[src/rtl/game_state_manager_if.sv]
// Game event bus between the game logic and the state manager.
// The master drives game events; the slave returns state and control outputs.
interface game_state_manager_if;
   logic       startOfFrame;
   logic       SingleHitPulse;
   logic [1:0] hitTileType;
   logic       endgame;
   logic       victory;
   logic       startKey;
   logic [2:0] gameState;
   logic [1:0] lives;
   logic [7:0] score;
   logic       freeze;
   logic       respawnPulse;

   modport master (
      output startOfFrame, SingleHitPulse, hitTileType,
      output endgame, victory, startKey,
      input  gameState, lives, score, freeze, respawnPulse
   );

   modport slave (
      input  startOfFrame, SingleHitPulse, hitTileType,
      input  endgame, victory, startKey,
      output gameState, lives, score, freeze, respawnPulse
   );
endinterface

[src/rtl/game_state_manager.sv]
// Game flow FSM: idle/play/respawn/lost/won with lives, score and freeze.
// All outputs are registered and follow an input event by one clock.
module game_state_manager (
   input  logic                       clk,
   input  logic                       resetN,
   game_state_manager_if.slave        bus
);
   typedef enum logic [2:0] {
      S_IDLE    = 3'b000,
      S_PLAY    = 3'b001,
      S_RESPAWN = 3'b010,
      S_LOST    = 3'b011,
      S_WON     = 3'b100
   } state_t;

   localparam logic [1:0] T_GIFT = 2'b10;
   localparam logic [1:0] T_HOLE = 2'b11;

   state_t     r_state, w_state_nxt;
   logic [1:0] r_lives, w_lives_nxt;
   logic [7:0] r_score, w_score_nxt;
   logic [5:0] r_cnt,   w_cnt_nxt;
   logic       r_freeze, w_freeze_nxt;
   logic       r_rsp,    w_rsp_nxt;
   logic       r_key_prev;
   logic       r_key_armed;
   logic       w_key_rise;
   logic       w_gift;
   logic       w_hole;

   // A key held through reset must be seen low before it can count.
   assign w_key_rise = bus.startKey & ~r_key_prev & r_key_armed;
   assign w_gift = bus.SingleHitPulse & (bus.hitTileType == T_GIFT);
   assign w_hole = bus.SingleHitPulse & (bus.hitTileType == T_HOLE);

   always_ff @(posedge clk or negedge resetN) begin
      if (!resetN) begin
         r_key_prev  <= 1'b0;
         r_key_armed <= 1'b0;
      end else begin
         r_key_prev <= bus.startKey;
         if (!bus.startKey)
            r_key_armed <= 1'b1;
      end
   end

   always_ff @(posedge clk or negedge resetN) begin
      if (!resetN) begin
         r_state  <= S_IDLE;
         r_lives  <= 2'd3;
         r_score  <= 8'd0;
         r_cnt    <= 6'd0;
         r_freeze <= 1'b1;
         r_rsp    <= 1'b0;
      end else begin
         r_state  <= w_state_nxt;
         r_lives  <= w_lives_nxt;
         r_score  <= w_score_nxt;
         r_cnt    <= w_cnt_nxt;
         r_freeze <= w_freeze_nxt;
         r_rsp    <= w_rsp_nxt;
      end
   end

   always_comb begin
      w_state_nxt = r_state;
      w_lives_nxt = r_lives;
      w_score_nxt = r_score;
      w_cnt_nxt   = r_cnt;
      w_rsp_nxt   = 1'b0;
      case (r_state)
         S_IDLE: begin
            if (w_key_rise) begin
               w_state_nxt = S_PLAY;
               w_lives_nxt = 2'd3;
               w_score_nxt = 8'd0;
            end
         end
         S_PLAY: begin
            // endgame wins over a same-cycle hit, which is dropped
            if (bus.endgame) begin
               w_state_nxt = bus.victory ? S_WON : S_LOST;
            end else if (w_gift) begin
               w_score_nxt = (r_score > 8'd245) ? 8'd255
                                                : r_score + 8'd10;
            end else if (w_hole) begin
               if (r_lives > 2'd1) begin
                  w_lives_nxt = r_lives - 2'd1;
                  w_rsp_nxt   = 1'b1;
                  w_cnt_nxt   = 6'd60;
                  w_state_nxt = S_RESPAWN;
               end else begin
                  w_lives_nxt = 2'd0;
                  w_state_nxt = S_LOST;
               end
            end
         end
         S_RESPAWN: begin
            if (r_cnt == 6'd0) begin
               w_state_nxt = S_PLAY;
            end else if (bus.startOfFrame) begin
               w_cnt_nxt = r_cnt - 6'd1;
               if (r_cnt == 6'd1)
                  w_state_nxt = S_PLAY;
            end
         end
         S_LOST, S_WON: begin
            if (w_key_rise)
               w_state_nxt = S_IDLE;
         end
         default: begin
            w_state_nxt = S_IDLE;
         end
      endcase
      w_freeze_nxt = (w_state_nxt != S_PLAY);
   end

   assign bus.gameState    = r_state;
   assign bus.lives        = r_lives;
   assign bus.score        = r_score;
   assign bus.freeze       = r_freeze;
   assign bus.respawnPulse = r_rsp;
endmodule

[src/flat_wrapper.sv]
// flat-port wrapper written by rule: the top's interface ports become plain ports
module game_state_manager_flat 
  (clk, resetN, bus_startOfFrame, bus_SingleHitPulse, bus_hitTileType, bus_endgame, bus_victory, bus_startKey, bus_gameState, bus_lives, bus_score, bus_freeze, bus_respawnPulse);
  game_state_manager_if bus_i ();
  input  logic clk;
  input  logic resetN;
  input wire logic [$bits(bus_i.startOfFrame)-1:0] bus_startOfFrame;
  input wire logic [$bits(bus_i.SingleHitPulse)-1:0] bus_SingleHitPulse;
  input wire logic [$bits(bus_i.hitTileType)-1:0] bus_hitTileType;
  input wire logic [$bits(bus_i.endgame)-1:0] bus_endgame;
  input wire logic [$bits(bus_i.victory)-1:0] bus_victory;
  input wire logic [$bits(bus_i.startKey)-1:0] bus_startKey;
  output wire logic [$bits(bus_i.gameState)-1:0] bus_gameState;
  output wire logic [$bits(bus_i.lives)-1:0] bus_lives;
  output wire logic [$bits(bus_i.score)-1:0] bus_score;
  output wire logic [$bits(bus_i.freeze)-1:0] bus_freeze;
  output wire logic [$bits(bus_i.respawnPulse)-1:0] bus_respawnPulse;
  assign bus_i.startOfFrame = bus_startOfFrame;
  assign bus_i.SingleHitPulse = bus_SingleHitPulse;
  assign bus_i.hitTileType = bus_hitTileType;
  assign bus_i.endgame = bus_endgame;
  assign bus_i.victory = bus_victory;
  assign bus_i.startKey = bus_startKey;
  assign bus_gameState = bus_i.gameState;
  assign bus_lives = bus_i.lives;
  assign bus_score = bus_i.score;
  assign bus_freeze = bus_i.freeze;
  assign bus_respawnPulse = bus_i.respawnPulse;
  game_state_manager u_core (.clk(clk), .resetN(resetN), .bus(bus_i));
endmodule
[config.mk]
export PLATFORM = sky130hd
export DESIGN_NAME = game_state_manager_flat
export DESIGN_NICKNAME = d
export VERILOG_FILES = /design/src/rtl/game_state_manager_if.sv /design/src/rtl/game_state_manager.sv /design/src/flat_wrapper.sv
export SDC_FILE = /design/constraint.sdc
export NUM_CORES = 1
export LEC_CHECK = 0
export CAP_MARGIN = 20
export CORE_UTILIZATION = 50
export CTS_BUF_LIST = sky130_fd_sc_hd__clkbuf_2
export CTS_CLUSTER_DIAMETER = 40
export DETAILED_ROUTE_END_ITERATION = 6
export GPL_TIMING_DRIVEN = 0
export PLACE_DENSITY = 0.87
export SYNTH_ARGS = -nofsm -noshare
export SYNTH_HDL_FRONTEND = slang
export SYNTH_SLANG_ARGS = --single-unit
[constraint.sdc]
create_clock -name clk -period 2.52 [get_ports clk]
set_input_delay 0.63 -clock clk [delete_from_list [all_inputs] [get_ports clk]]
set_output_delay 0.63 -clock clk [all_outputs]
set_load 0.005 [all_outputs]
### Yosys cells after proc, flatten, opt, wreduce, memory -nomap -nowiden

Cells that the tools add are included.

* bits in registers: 23
* logic and storage cells: 76

* add/subtract/negate cells: 3
* $lt $le $gt $ge: 2
* equal/unequal tests: 16
* muxes and demuxes: 34
* bitwise logic cells: 5
* reductions and logical operators: 8

Operator list (number)
* $mux W6: 6
* $mux W8: 4
* $mux W3: 9
* $pmux W8 S2: 1
* $pmux W3 S4: 1
* $pmux W6 S2: 1
* $mux W2: 5
* $add A8 B4 Y8 const B: 1
* $gt A8 B8 Y1 const B: 1
* $ne A2 B1 Y1 const B: 4
* $ne A2 B2 Y1 const B: 4
* $reduce_and A7 Y1: 1
* $eq A3 B2 Y1 const B: 2
* $eq A6 B1 Y1 const B: 1
* $logic_not A6 Y1: 1
* $mux W1: 6
* $sub A6 B1 Y6 const B: 1
* $reduce_and A5 Y1: 1
* $and A1 B1 Y1: 4
* $eq A2 B2 Y1 const B: 2
* $pmux W2 S2: 1
* $reduce_and A4 Y1: 1
* $reduce_bool A2 Y1: 2
* $eq A3 B1 Y1 const B: 1
* 7 further kinds: 7

### Longest topological paths before layout

Gate-level depths: netlist (run 1).

* depth in word-level cells: 7
* gate-level depth with buffers: 6
* gate-level depth less buffers: 6

### Worst setup path after synthesis (run 1)

OpenSTA, ideal clock, no wires.

* path kind: input to register
* start: input port bus_endgame
* end: register u_core.r_score[4], in the netlist u_core.bus.score[4]
* library setup time: 0.066 ns
* arrival time: 1.898 ns
* required time: 2.454 ns
* path slack: 0.556 ns
* stages: 5
* buffers on the path: 1
* cells stage by stage: or4b_4 -> or3_1 -> buf_6 -> o211ai_1 -> a22o_1

* longest elaborated chain between the ends: 2

Ends and longest elaborated chain
* start: declaration: line flat_wrapper.sv:10 `input wire logic [$bits(bus_i.endgame)-1:0] bus_endgame;`
* $ne A2 B2 Y1 (no line)
* $reduce_and A4 Y1 (no line)
* end signal: assignment: line game_state_manager.sv:58 `r_score <= w_score_nxt;`
* end: declaration: line game_state_manager.sv:21 `logic [7:0] r_score, w_score_nxt;`

Every way passes these cells.
A chain may end at the register's enable or synchronous reset.

### Final worst setup path (run 1)

Ends and elaborated chain as after synthesis.

==> results of run 1 <==
synthesized netlist by cell type, drive strengths merged, types with 4 or more instances:
| master | count | share of area |
|---|---|---|
| nor3 | 4 | 0.019 |
| a211oi | 4 | 0.032 |
| ha | 4 | 0.037 |
| nor2 | 13 | 0.036 |
| o21ai | 6 | 0.022 |
| o211ai | 6 | 0.033 |
| nand2 | 12 | 0.033 |
| nor4b | 4 | 0.026 |
| a22o | 4 | 0.026 |
| a21oi | 5 | 0.019 |
| dfrtp | 20 | 0.37 |
| inv | 7 | 0.019 |
final cells by class:
| type | instances | area (um2) |
|---|---|---|
| Multi-Input combinational cell | 102 | 711.9 |
| Clock buffer | 3 | 15.01 |
| Buffer | 5 | 31.28 |
| Sequential cell | 23 | 579.3 |
| Tap cell | 30 | 37.54 |
| Clock inverter | 1 | 5.005 |
| Fill cell | 203 | 858.3 |
| Timing Repair Buffer | 24 | 257.7 |
| Inverter | 7 | 26.28 |
power by group through the flow:
stage | Sequential, W | Combinational, W | Clock [W]
2_1_floorplan | 0.000567 | 0.000387 | 0
3_3_place_gp | 0.000578 | 0.000565 | 0
3_5_place_dp | 0.000584 | 0.000593 | 0
4_1_cts | 0.000580 | 0.000593 | 0.000150
5_1_grt | 0.000596 | 0.000667 | 0.000165
6_report | 0.000583 | 0.000599 | 0.000148
worst min-delay path by stage:
stage | start | end | cells after the start
CTS | u_core.r_key_armed | u_core.r_key_armed | 1
detailed placement | u_core.r_key_armed | u_core.r_key_armed | 1
global placement | u_core.r_key_armed | u_core.r_key_armed | 1
global route | resetN | u_core.bus.score[4] | 1
floorplan | resetN | u_core.bus.gameState[0] | 0
finish | u_core.r_key_armed | u_core.r_key_armed | 1
through the flow:
step           hold slack, ns  total power (W)    util  setup WS (ns)  setup TNS, ns
6_report               0.5225         0.001329  0.6597         0.2669              0
3_3_place_gp           0.4688         0.001143  0.6409       -0.05454        -0.2074
3_5_place_dp           0.4761         0.001177  0.6409       -0.09022        -0.4239
4_1_cts                0.5249         0.001323  0.6488         0.2694              0
2_1_floorplan          0.3344        0.0009539       -         0.5556              0
5_1_grt                0.5127         0.001428  0.6597         0.1986              0
routing by layer:
layer  vias up  global-route usage  part of all wire
met5         -                   0                 0
met4         0             0.07018             0.013
met3         6             0.03107             0.048
met2        45              0.3416              0.48
met1       594              0.2920              0.46
li1        573                   -                 -
state kept, by name (all words and copies together) (netlist names):
register                 flops
u_core.bus.freeze            1
u_core.bus.gameState         3
u_core.r_key_prev            1
u_core.r_key_armed           1
u_core.bus.lives             2
u_core.bus.score             8
u_core.bus.respawnPulse      1
u_core.r_cnt                 6
cell families (layout without fill, tap and decap cells):
logic type,Yosys count,in the layout,share of synthesized area
AND/OR/NAND/NOR,55,55,0.2440
buffers and inverters,12,40,0.04268
AO/OA/AOI/OAI,40,40,0.2226
adder cells (fa/ha/maj),4,4,0.03711
flip-flops,23,23,0.4295
multiplexers,3,3,0.02412
worst max-delay path: stages:
cell and delay (ns):
clkdlybuf4s50_1 0.52, or4b_4 0.54, or3_1 0.37, buf_6 0.14, o211ai_1 0.17, a22o_1 0.16
==> impl_metrics.yaml, run 1 <==
sta:
  clock.fmax_ghz: 0.4438
  slew_headroom: 0.4915
  period_needed_ns: 2.253
  maxSlewViolCount: 0
  final_hold_viol_count: 0
  finalSetupViolCount: 0
  rsz0062_at_grt: "false"
  worstMarginPinSlew_ns: 0.7558
  min_period_over_period: 0.8941
  fin_skew_ns: 0.003957
worst_setup_path:
  reg2reg_setup_slack_ns: 0.56
  critPathLaunchType: "input pin"
  critPathMaxFanout: 8
  reg2reg_to: "u_core.r_cnt[1]"
  endpoint: "u_core.bus.score[4]"
  crit_type: "in2reg"
  rr_worst_depth: 4
  critPathCaptureType: "flip-flop"
  rr_startpoint: "u_core.r_cnt[2]"
  crit_start: "bus_endgame"
  critPathArrivalTime_ns: 2.54
  cp.required_ns: 2.80
cts:
  postCtsSetupBuffers: 0
  cts-buffers-inserted: 3
  ctsResizeCount: 0
  hold_buffers: 0
  clockRootBuffer: "clkbuf_2"
  cts_buffer_depth: 2
  clk_pin_slew_ns: 0.22
  clk_latency_ns: 0.33
  cts_tree: "done"
  cts-htree-levels: 1
  clock-sinks: 23
routing:
  wl_um: 2822
  drtPass1Iterations: 5
  ant_nets: 0
  initialDrtViolationCount: 48
  drc_errors: 0
  via_count: 1218
  avgRoutedWirePerCell_um: 14.47
  via_per_inst: 6.246
layout:
  area_growth_syn_to_layout_pct: 23.38
  antennaDiodeCount: 0
  instances_no_fill: 195
  layout_common_cells: "23 x clkdlybuf4s50_1, 20 x dfrtp_1, 13 x nor2_1"
  layout-drive-gt1-share: 0.1030
  nets: 179
  final_cell_area_um2: 1664
  final_common_cell: "clkdlybuf4s50_1"
flow_run:
  maxCapViolCount: 0
synthesis:
  synth_seq_area_share: 0.4295
  syn_nets: 150
  synth_top_flop_cell: "dfrtp_1"
  syn_area_um2: 1349
  ys_seq_elements: 23
  avgSynthCellArea_um2: 9.845
  synth-async-reset-ratio: 1.000
  syn_inst: 137
  synth_cell_types: 48
  synth_edf_count: 0
  ys.warnings.count: 0
power:
  peakVddDrop_mv: 0.5955
  p_comb_frac: 0.450
  p_int_w: 0.0008063
  power.density_nw_per_um2: 798.9
  leakagePower_nw: 0.6817
  p_sw_w: 0.0005232
  pwr-share-seq: 0.438
  p_clk_frac: 0.111
  p_sw_frac: 0.3936
placement:
  port-buffer-count: 23
  dp.cells: 190
  gp_congestion: 0.8419
  dp_hpwl_um: 2070
  post_dp_cell_area_um2: 1617
die:
  num_rows: 18
  die_h_um: 53.94
  die_width_um: 53.94
  die-area_um2: 2910
  boundaryPins: 24
  core_area_um2: 2522
  initial_core_util: 0.5347
global_route:
  grt_max_degree: 24
  antenna_found_initial: 0
  grt_pass1_vias: 1047
  grt_pass1_wl_um: 4540
  track_usage: 0.2130
  grt_overflow: 0
hold_path:
  holdCritPathClass: "reg2reg"
status:
  outcome: "completed"
(Power assumes the default switching activity.)
==> run 2: changes to the inputs <==
Settings changed: GPL_TIMING_DRIVEN 0 to not set.
==> impl_metrics.yaml, run 2 (same netlist as run 1, synthesis figures left out) <==
placement:
  gp_congestion: 0.8483
  post_dp_cell_area_um2: 1630
  dp_hpwl_um: 2243
  port-buffer-count: 23
worst_setup_path:
  cp.required_ns: 1.89
  reg2reg_setup_slack_ns: 0.43
  critPathBufInv: 1
  cp_slowest_cell: "dfrtp_1"
  rr_startpoint: "u_core.bus.gameState[2]"
  max_stage_delay_ns: 0.63
  crit_family: "flip-flops"
  path_cells: "clkdlybuf4s50_1"
  critPathArrivalTime_ns: 1.54
  rr_worst_depth: 4
  crit_start: "u_core.bus.gameState[2]"
  reg2reg_to: "u_core.bus.score[7]"
  critPathLaunchType: "flip-flop"
  critPathMaxFanout: 13
  critPathCaptureType: "output pin"
  crit_type: "reg2out"
die:
  core_area_um2: 2522
  initial_core_util: 0.5347
  boundaryPins: 24
  die-area_um2: 2910
  num_rows: 18
  die_h_um: 53.94
  die_width_um: 53.94
routing:
  via_per_inst: 6.108
  drtPass1Iterations: 4
  initialDrtViolationCount: 23
  via_count: 1191
  wl_um: 2891
  avgRoutedWirePerCell_um: 14.83
  ant_nets: 0
  drc_errors: 0
layout:
  final_common_cell: "clkdlybuf4s50_1"
  layout-drive-gt1-share: 0.1152
  area_growth_syn_to_layout_pct: 22.54
  antennaDiodeCount: 0
  largest_reg_flops: 8
  nets: 179
  layout_common_cells: "23 x clkdlybuf4s50_1, 20 x dfrtp_1, 13 x nor2_1"
  final_cell_area_um2: 1653
cts:
  clk_latency_ns: 0.34
  cts-htree-levels: 1
  cts_tree: "done"
  hold_buffers: 0
  ctsResizeCount: 0
  clockRootBuffer: "clkbuf_2"
  cts-buffers-inserted: 3
  cts_buffer_depth: 2
  postCtsSetupBuffers: 0
  clk_pin_slew_ns: 0.24
  clock-sinks: 23
sta:
  rsz0062_at_grt: "false"
  final_hold_viol_count: 0
  slew_headroom: 0.6078
  clock.fmax_ghz: 0.4600
  whs_ns: 0.5279
  period_needed_ns: 2.174
  finalSetupViolCount: 0
  worstMarginPinSlew_ns: 0.5802
  fin_skew_ns: 0.01087
  min_period_over_period: 0.8627
  maxSlewViolCount: 0
global_route:
  grt_pass1_wl_um: 4974
  antenna_found_initial: 0
  grt_overflow: 0
  grt_max_degree: 24
  track_usage: 0.2379
  grt_pass1_vias: 1124
hold_path:
  holdCritPathClass: "reg2reg"
  hold_depth: 1
  hold_end: "u_core.r_key_armed"
  hp-start: "u_core.r_key_armed"
power:
  leakagePower_nw: 0.6772
  p_comb_frac: 0.414
  p_sw_frac: 0.3977
  p_sw_w: 0.0005273
  pwr-share-seq: 0.470
  peakVddDrop_mv: 0.5773
  p_clk_frac: 0.116
  power.density_nw_per_um2: 802.2
  p_int_w: 0.0007985
status:
  outcome: "completed"
flow_run:
  maxCapViolCount: 0
==> run 2: routing by layer <==
metal	global-route usage	vias up	part of all wire
met5	0	-	0
li1	-	577	-
met3	0.02542	2	0.039
met2	0.4259	25	0.52
met4	0.06579	0	0.0052
met1	0.2995	587	0.43
==> run 2: cell type report <==
cell class,count,area [um2]
fillers,219,869.6
multi-input cells,102,711.9
flip-flops and latches,23,579.3
repair buffers,29,275.3
well taps,30,37.54
inverters,7,26.28
clock buffers,3,15.01
clock inverters,1,7.507
==> run 2: worst max path at each step <==
stage	to	slack (ns)	cells past startpoint
after global routing	bus_gameState[2]	0.24	1
after floorplan	u_core.bus.score[4]	0.56	5
after CTS	bus_gameState[2]	0.33	1
final	bus_gameState[2]	0.35	1
after global placement	u_core.bus.score[5]	0.07	5
after detailed placement	u_core.bus.score[7]	-0.003	5
==> run 2: power groups by stage <==
stage	logic, W	registers (W)	clock network [W]
after floorplan	0.000387	0.000567	0
after global placement	0.000520	0.000612	0
after detailed placement	0.000550	0.000625	0
after CTS	0.000553	0.000619	0.000158
after global routing	0.000621	0.000643	0.000177
final	0.000549	0.000623	0.000154
==> run 2: through the flow <==
step	power, W	setup TNS [ns]	cells	util	worst slack [ns]
final	0.001326	0	195	0.6553	0.3460
after global routing	0.001441	0	195	0.6553	0.2369
after CTS	0.001330	0	195	0.6553	0.3264
after detailed placement	0.001176	-0.003046	191	0.6463	-0.003046
after global placement	0.001132	0	191	0.6463	0.07312
after floorplan	0.0009539	0	137	-	0.5556
